`src/rtl/imem_loader_if.sv`:
```
// Byte-stream and instruction-memory write bundle for imem_loader.
//   byte_valid/byte_data/byte_ready : host byte stream (valid/ready handshake)
//   mem_we/mem_addr/mem_wdata       : single-cycle word write into instruction memory
// slave  = loader side (consumes bytes, drives the memory write port)
// master = host/memory side (drives bytes, observes the write port)
interface imem_loader_if #(
  parameter int unsigned ADDR_BITS = 5
);
  logic                 byte_valid;
  logic [7:0]           byte_data;
  logic                 byte_ready;
  logic                 mem_we;
  logic [ADDR_BITS-1:0] mem_addr;
  logic [31:0]          mem_wdata;

  modport master (
    output byte_valid, byte_data,
    input  byte_ready, mem_we, mem_addr, mem_wdata
  );

  modport slave (
    input  byte_valid, byte_data,
    output byte_ready, mem_we, mem_addr, mem_wdata
  );
endinterface

```
`src/rtl/imem_loader.sv`:
```
// Packs a little-endian byte stream into 32-bit words and writes them to
// consecutive instruction-memory word addresses starting at 0.
// Ports:
//   clk, rst_n    : clock, synchronous active-low reset
//   start         : begin a load (IDLE only); word_count latched here, 0 = full memory
//   abort         : cancel from any state, highest priority
//   bus (slave)   : byte stream in, memory write port out
//   busy          : high whenever not IDLE
//   done          : one-cycle pulse after the final word is written
//   words_loaded  : words written in the current or last load
module imem_loader #(
  parameter int unsigned ADDR_BITS = 5
) (
  input  logic                 clk,
  input  logic                 rst_n,
  input  logic                 start,
  input  logic [ADDR_BITS:0]   word_count,
  input  logic                 abort,
  imem_loader_if.slave         bus,
  output logic                 busy,
  output logic                 done,
  output logic [ADDR_BITS:0]   words_loaded
);

  localparam int unsigned CNT_W = ADDR_BITS + 1;
  localparam logic [CNT_W-1:0] FULL_COUNT = {1'b1, {ADDR_BITS{1'b0}}};

  typedef enum logic [1:0] {
    S_IDLE    = 2'd0,
    S_COLLECT = 2'd1,
    S_WRITE   = 2'd2,
    S_DONE    = 2'd3
  } state_e;

  state_e           state;
  state_e           state_nxt;
  logic [CNT_W-1:0] count_q;
  logic [CNT_W-1:0] count_eff;
  logic [1:0]       byte_idx;
  logic             last_word;
  logic             byte_take;
  logic             ready_nxt;
  logic             we_nxt;
  logic             busy_nxt;
  logic             done_nxt;

  // A latched count of 0 means the whole memory.
  assign count_eff = (count_q == '0) ? FULL_COUNT : count_q;
  assign last_word = (words_loaded + CNT_W'(1)) == count_eff;
  assign byte_take = (state == S_COLLECT) && bus.byte_valid && !abort;

  // State register; status outputs are registered from the next state so
  // they line up exactly with the state they describe.
  always_ff @(posedge clk) begin
    if (!rst_n) begin
      state          <= S_IDLE;
      bus.byte_ready <= 1'b0;
      bus.mem_we     <= 1'b0;
      busy           <= 1'b0;
      done           <= 1'b0;
    end else begin
      state          <= state_nxt;
      bus.byte_ready <= ready_nxt;
      bus.mem_we     <= we_nxt;
      busy           <= busy_nxt;
      done           <= done_nxt;
    end
  end

  // Next-state logic; abort overrides every other transition.
  always_comb begin
    state_nxt = state;
    if (abort) begin
      state_nxt = S_IDLE;
    end else begin
      case (state)
        S_IDLE:    if (start) state_nxt = S_COLLECT;
        S_COLLECT: if (bus.byte_valid && byte_idx == 2'd3) state_nxt = S_WRITE;
        S_WRITE:   state_nxt = last_word ? S_DONE : S_COLLECT;
        S_DONE:    state_nxt = S_IDLE;
        default:   state_nxt = S_IDLE;
      endcase
    end
  end

  // Output decode of the upcoming state.
  always_comb begin
    ready_nxt = 1'b0;
    we_nxt    = 1'b0;
    busy_nxt  = 1'b0;
    done_nxt  = 1'b0;
    ready_nxt = (state_nxt == S_COLLECT);
    we_nxt    = (state_nxt == S_WRITE);
    busy_nxt  = (state_nxt != S_IDLE);
    done_nxt  = (state_nxt == S_DONE);
  end

  // Datapath: count latch, byte packing, address and progress counters.
  always_ff @(posedge clk) begin
    if (!rst_n) begin
      count_q       <= '0;
      bus.mem_addr  <= '0;
      bus.mem_wdata <= '0;
      byte_idx      <= '0;
      words_loaded  <= '0;
    end else begin
      case (state)
        S_IDLE: begin
          if (start && !abort) begin
            count_q       <= word_count;
            bus.mem_addr  <= '0;
            bus.mem_wdata <= '0;
            byte_idx      <= '0;
            words_loaded  <= '0;
          end
        end
        S_COLLECT: begin
          if (byte_take) begin
            bus.mem_wdata[{byte_idx, 3'b000} +: 8] <= bus.byte_data;
            byte_idx <= byte_idx + 2'd1;
          end
        end
        S_WRITE: begin
          // The write itself always completes; an abort only withholds credit.
          bus.mem_addr <= bus.mem_addr + ADDR_BITS'(1);
          byte_idx     <= '0;
          if (!abort) words_loaded <= words_loaded + CNT_W'(1);
        end
        default: ;
      endcase
    end
  end

endmodule

```
`src/flat_wrapper.sv`:
```
// flat-port wrapper written by rule: the top's interface ports become plain ports
module imem_loader_flat 
#(
  parameter int unsigned ADDR_BITS = 5
)
  (clk, rst_n, start, word_count, abort, busy, done, words_loaded, bus_byte_valid, bus_byte_data, bus_byte_ready, bus_mem_we, bus_mem_addr, bus_mem_wdata);
  imem_loader_if #(.ADDR_BITS(ADDR_BITS)) bus_i ();
  input  logic clk;
  input  logic rst_n;
  input  logic start;
  input  logic [ADDR_BITS:0] word_count;
  input  logic abort;
  output logic busy;
  output logic done;
  output logic [ADDR_BITS:0] words_loaded;
  input wire logic [$bits(bus_i.byte_valid)-1:0] bus_byte_valid;
  input wire logic [$bits(bus_i.byte_data)-1:0] bus_byte_data;
  output wire logic [$bits(bus_i.byte_ready)-1:0] bus_byte_ready;
  output wire logic [$bits(bus_i.mem_we)-1:0] bus_mem_we;
  output wire logic [$bits(bus_i.mem_addr)-1:0] bus_mem_addr;
  output wire logic [$bits(bus_i.mem_wdata)-1:0] bus_mem_wdata;
  assign bus_i.byte_valid = bus_byte_valid;
  assign bus_i.byte_data = bus_byte_data;
  assign bus_byte_ready = bus_i.byte_ready;
  assign bus_mem_we = bus_i.mem_we;
  assign bus_mem_addr = bus_i.mem_addr;
  assign bus_mem_wdata = bus_i.mem_wdata;
  imem_loader #(.ADDR_BITS(ADDR_BITS)) u_core (.clk(clk), .rst_n(rst_n), .start(start), .word_count(word_count), .abort(abort), .bus(bus_i), .busy(busy), .done(done), .words_loaded(words_loaded));
endmodule
```
`config.mk`:
```
export PLATFORM = sky130hd
export DESIGN_NAME = imem_loader_flat
export DESIGN_NICKNAME = d
export VERILOG_FILES = /design/src/rtl/imem_loader_if.sv /design/src/rtl/imem_loader.sv /design/src/flat_wrapper.sv
export SDC_FILE = /design/constraint.sdc
export NUM_CORES = 1
export LEC_CHECK = 0
export ABC_AREA = 1
export BUFFER_PORTS_ARGS = -buffer_cell sky130_fd_sc_hd__clkbuf_2
export CORE_ASPECT_RATIO = 1.5
export CORE_UTILIZATION = 40
export CTS_BUF_LIST = sky130_fd_sc_hd__clkbuf_2 sky130_fd_sc_hd__clkbuf_4 sky130_fd_sc_hd__clkbuf_8
export CTS_CLUSTER_SIZE = 16
export DETAILED_ROUTE_END_ITERATION = 8
export SYNTH_ARGS = -nofsm -noshare
export SYNTH_HDL_FRONTEND = slang
export SYNTH_SLANG_ARGS = --single-unit
```
`constraint.sdc`:
```
create_clock -name clk -period 2.84 [get_ports clk]
set_clock_uncertainty 0.1 [all_clocks]
set_input_delay 0.284 -clock clk [delete_from_list [all_inputs] [get_ports clk]]
set_output_delay 0.284 -clock clk [all_outputs]
set_load 0.02 [all_outputs]
```
==> flow_summary.json, run 1 <==
{
  "cts-root-buf": "clkbuf_8",
  "wl_per_cell_um": 13.1,
  "gp_congestion": 0.857,
  "start_util_pct": 42.2,
  "crit_start": "u_core.byte_idx[0]",
  "pre_cts_ws_ns": 0.574,
  "clk_pin_slew_ns": 0.07,
  "post_cts_buffers": 0,
  "min_period_ns": 2.31,
  "gr-total-overflow": 0,
  "max_freq_ghz": 0.434,
  "vias_per_cell": 5.05,
  "grt_use_total_pct": 20.5,
  "core_um2": 6260,
  "r2r_start": "u_core.byte_idx[0]",
  "slowest_delay_ns": 0.51,
  "end_kind": "flop",
  "hp-class": "in -> reg",
  "hpwl_um": 4930,
  "diodes": 0,
  "fin_nets": 453,
  "endpoint": "u_core.bus.mem_wdata[19]",
  "final_common_cell": "nand2_1",
  "drc": 0,
  "drive_gt1_share_pct": 22.2,
  "synthArstFlopShare_pct": 0,
  "crit_path_start_kind": "flop",
  "die_width_um": 68.3,
  "drtIter0Drc": 113,
  "seq_area_frac_synth_pct": 43.2,
  "drtPass1Iterations": 4,
  "yosysUniqueCellTypes": 29,
  "hold_depth": 3,
  "cp_data_required_time_ns": 3.01,
  "finalSetupTns_ns": 0,
  "ant_nets": 0,
  "crit_type": "reg -> reg",
  "clock-sinks": 57,
  "final_cell_mix": "nand2_1, clkbuf_2, dfxtp_1",
  "chipHeight_um": 102,
  "relSlewSlack_pct": 64.4,
  "final-max-slew-violation-count": 0,
  "syn_nets": 385,
  "hold_ws_ns": 0.0900,
  "reg2reg_slack_ns": 0.53,
  "placed_cells_incl_taps": 490,
  "antenna_found_initial": 0,
  "worst_pin_slew_ns": 0.529,
  "yosys_warnings": 0,
  "htree_num_levels": 3,
  "wirelength_um": 6620,
  "syn_area_um2": 2640,
  "synth_seq_cells": 57,
  "critical_path_arrival_ns": 2.48,
  "tritoncts": "yes",
  "crit_fanout": 10,
  "fin_crit_sh_pct": 81.2,
  "cp_slowest_cell": "dfxtp_1",
  "syn_area_per_cell_um2": 7.35,
  "netlist_instances": 359,
  "clock_latency_ns": 0.34,
  "numCtsBuffers": 9,
  "syn_to_final_growth_pct": 22.2,
  "io_buffers": 65,
  "setup_violations": 0,
  "outcome": "finished clean",
  "worstReg2RegEnd": "u_core.bus.mem_wdata[19]",
  "path_cells": "clkinv_1 > ha_1 > nand2_1 > nor2_1 > nand3_1 > or2_2 > a21oi_1",
  "ios": 66,
  "leakage_uw": 0.00142,
  "via_count": 2553,
  "max-vdd-ir-drop_mv": 0.283,
  "setup_slack_ns": 0.534,
  "dieArea_um2": 6940,
  "clk_path_buf_depth": 2,
  "row_count": 35,
  "grt_pass1_vias": 2375,
  "grt_start_max_net_pins": 34,
  "powerDensity_nw_per_um2": 543,
  "synth-main-ff-cell": "dfxtp_1",
  "worstRegToRegCells": 7,
  "hold_violations": 0,
  "drv_cap": 0,
  "cts_hold_buf": 0,
  "final_cells": 506,
  "synth_edf_count": 0,
  "grt_pass1_wl_um": 10500,
  "cts_resized": 0,
  "rsz0062_at_grt": "false"
}
-- critical path: cells and delay by family (launching register included) --
family | cells | cell delay [ns]
AOI/OAI and AO/OA | 1 | 0.12
buffers and inverters | 1 | 0.30
adders and majority gates | 1 | 0.42
DFF | 1 | 0.51
and+or+nand+nor | 4 | 0.80
-- worst min path at each step --
stage | endpoint | startpoint
3_3_place_gp | u_core.bus.mem_wdata[23] | u_core.bus.mem_wdata[23]
5_1_grt | u_core.count_q[0] | word_count[0]
4_1_cts | u_core.count_q[0] | word_count[0]
6_report | u_core.count_q[0] | word_count[0]
3_5_place_dp | u_core.bus.mem_wdata[14] | u_core.bus.mem_wdata[14]
2_1_floorplan | u_core.count_q[0] | word_count[0]
-- layout make-up --
type                       count  area, um2
tap                           74       92.6
sequential                    57       1140
inverter                      44        165
fill                         664       3040
timing repair buffer          68        348
multi-input combinational    247       1280
clock buffer                  11        139
clock inverter                 5       56.3
-- power by group --
part	switching [uW]	total, uW	internal [uW]
clock	335	758	423
combinational	111	164	52.9
sequential	13.8	830	816
-- metal layers --
metal / GRT usage [%] / up-vias / part of all wire [%]
met1: 21.4 / 1175 / 41
li1: - / 1315 / -
met2: 37.1 / 61 / 54
met3: 4.95 / 2 / 4.8
met5: 0 / - / 0
met4: 9.62 / 0 / 0.57
-- registers in the layout, indices dropped and copies added, names as in the netlist --
register and count:
u_core.bus.mem_addr 5, u_core.bus.mem_wdata 32, u_core.count_q 6, u_core.byte_idx 2, u_core.done 1, u_core.busy 1, u_core.state 2, u_core.bus.mem_we 1
u_core.words_loaded 6, u_core.bus.byte_ready 1
-- cell families after synthesis --
family / count (synthesis) / synth area share (%)
xor gates and xnor gates: 1 / 0.332
buffers and inverters: 55 / 8.10
AOI/OAI and AO/OA: 76 / 15.9
and+or+nand+nor: 163 / 29.1
adders and majority gates: 7 / 3.32
DFF: 57 / 43.2
-- Yosys cell counts, drive strengths merged, types with 5 or more instances --
master,count,area [um2]
nand2,77,289
nor2,25,104
a21oi,50,262
nand3b,21,158
o21ai,20,111
nor3,7,35.0
ha,7,87.6
dfxtp,57,1140
or2,5,31.3
clkbuf,7,26.3
inv,43,161
nand3,23,120
-- through the flow --
| step | power (uW) | instance area (um2) | utilization, % |
|---|---|---|---|
| after floorplan | 960 | 2640 | - |
| after global placement | 1010 | 3030 | 48.4 |
| after detailed placement | 1010 | 3030 | 48.4 |
| after CTS | 1770 | 3230 | 51.5 |
| after global routing | 1830 | 3230 | 51.5 |
| final | 1750 | 3230 | 51.5 |
No activity file was read; power rests on OpenSTA's default activity.
==> inputs of run 2 (changes only) <==
Settings changed: PLACE_DENSITY set to 0.65.
Clock period 2.84 ns to 2.1 ns, I/O delays scaled along.
==> run 2 against run 1 <==
Against the previous run:
- utilization grew 0.92 points
- hold slack lost 0.032 ns
- power grew 36%
- register-to-register slack lost 0.37 ns
- critical path depth is the same
- clock power grew 35%
- maximum frequency grew 19%
- largest cell class unchanged
- highest routed layer unchanged
==> flow_summary.json, run 2 (synthesized netlist as in run 1, its figures left out) <==
{
  "outcome": "finished clean",
  "drv_cap": 0,
  "clock_latency_ns": 0.33,
  "via_count": 2611,
  "final_common_cell": "nand2_1",
  "drtPass1Iterations": 5,
  "multi_input_area_um2": 1290,
  "fin_nets": 457,
  "max-vdd-ir-drop_mv": 0.545,
  "gr-total-overflow": 0,
  "numCtsBuffers": 9,
  "ios": 66,
  "hp-class": "in -> reg",
  "antenna_found_initial": 0,
  "row_count": 35,
  "setup_violations": 0,
  "ant_nets": 0,
  "fill_cells": 631,
  "relSlewSlack_pct": 55.7,
  "leakage_uw": 0.00144,
  "die_width_um": 68.3,
  "dieArea_um2": 6940,
  "seqCellArea_um2": 1140,
  "highest_layer": "met4",
  "max_freq_ghz": 0.515,
  "final_cell_mix": "nand2_1, clkbuf_2, dfxtp_1",
  "crit_fanout": 11,
  "cp_data_required_time_ns": 2.26,
  "gp_congestion": 0.844,
  "hpwl_um": 4910,
  "top_register": "u_core.bus.mem_wdata",
  "powerDensity_nw_per_um2": 723,
  "final-max-slew-violation-count": 0,
  "htree_num_levels": 3,
  "hold_violations": 0,
  "worst_pin_slew_ns": 0.661,
  "drtIter0Drc": 118,
  "clk_pin_slew_ns": 0.06,
  "pre_cts_ws_ns": 0.148,
  "drive_gt1_share_pct": 23.2,
  "crit_type": "reg -> reg",
  "grt_pass1_wl_um": 10500,
  "setup_slack_ns": 0.159,
  "grt_start_max_net_pins": 25,
  "grt_pass1_vias": 2354,
  "core_um2": 6260,
  "met1Wirelength_um": 2750,
  "wl_per_cell_um": 13.1,
  "start_util_pct": 42.2,
  "largest_reg_flops": 32,
  "syn_to_final_growth_pct": 24.4,
  "drc": 0,
  "grt_use_total_pct": 20.4,
  "wirelength_um": 6670,
  "diodes": 0,
  "rsz0062_at_grt": "false",
  "dr_wl_met2_um": 3470,
  "crit_path_start_kind": "flop",
  "cts-root-buf": "clkbuf_8",
  "end_kind": "flop",
  "top_regs": "u_core.bus.mem_wdata: 32 flops, u_core.count_q: 6 flops, u_core.words_loaded: 6 flops",
  "io_buffers": 65,
  "wl_met3_um": 332,
  "critical_path_arrival_ns": 2.10,
  "fin_crit_sh_pct": 92.4,
  "min_period_ns": 1.94,
  "chipHeight_um": 102,
  "clock-sinks": 57,
  "vias_per_cell": 5.12,
  "tritoncts": "yes",
  "finalSetupTns_ns": 0,
  "clk_path_buf_depth": 2
}
==> run 2: cell types whose count changed in the layout (fill, tap and decap cells not counted), sizes merged <==
cell / previous run / this run
buf: 3 / 6
clkbuf: 76 / 75
clkinv: 4 / 5
dlygate4sd3: 0 / 1
==> run 2: layout make-up <==
type,count,area share [%]
multi-input combinational,247,39.4
clock inverter,6,2.10
timing repair buffer,72,12.0
tap,74,2.82
inverter,44,5.03
sequential,57,34.7
clock buffer,10,4.00
==> run 2: worst max-delay path, cell delays in order, from the launching register on <==
cell and delay, ns:
dfxtp_1 0.34, inv_1 0.08, nor2_4 0.18, inv_1 0.16, o21ai_1 0.56, buf_4 0.25, o21ai_0 0.07, a21oi_1 0.12
==> run 2: what timing repair did <==
action	4_1_cts	5_1_grt
hold buffers	1	0
endpoints found under the hold margin	1	0
buffers inserted	0	0
setup endpoints to repair	0	6
gates resized for setup	0	3
==> run 2: layer usage <==
metal,global-route usage [%],vias to the layer above
li1,-,1328
met1,22.4,1190
met2,35.4,83
met3,5.29,10
met4,9.62,0
met5,0,-
==> run 2: path summary, 6_finish.rpt <==
check / startpoint / endpoint / slack [ns] / depth (start not counted)
worst max-delay path: u_core.state[0] / u_core.bus.mem_wdata[23] / 0.16 / 7
worst min-delay path: bus_byte_data[5] / u_core.bus.mem_wdata[5] / 0.06 / 3
worst max register to register: u_core.state[0] / u_core.bus.mem_wdata[23] / 0.16 / 7
worst min register to register: u_core.bus.mem_wdata[21] / u_core.bus.mem_wdata[21] / 0.35 / 2
==> run 2: through the flow <==
stage	utilization [%]	cells	instance area (um2)	hold slack [ns]	power [uW]
final	52.4	510	3280	0.0583	2370
after global routing	52.4	510	3280	0.0554	2480
after CTS	52.3	510	3280	0.0407	2400
after detailed placement	49.0	493	3070	0.346	1380
after global placement	49.0	493	3070	0.333	1370
after floorplan	-	359	2640	0.245	1300
==> run 2: power by group <==
| group | internal (uW) | leakage [uW] | switching [uW] |
|---|---|---|---|
| sequential | 1100 | 0.000462 | 15.8 |
| combinational | 78.9 | 0.000875 | 157 |
| clock | 564 | 0.0000999 | 455 |
| total | 1750 | 0.00144 | 628 |
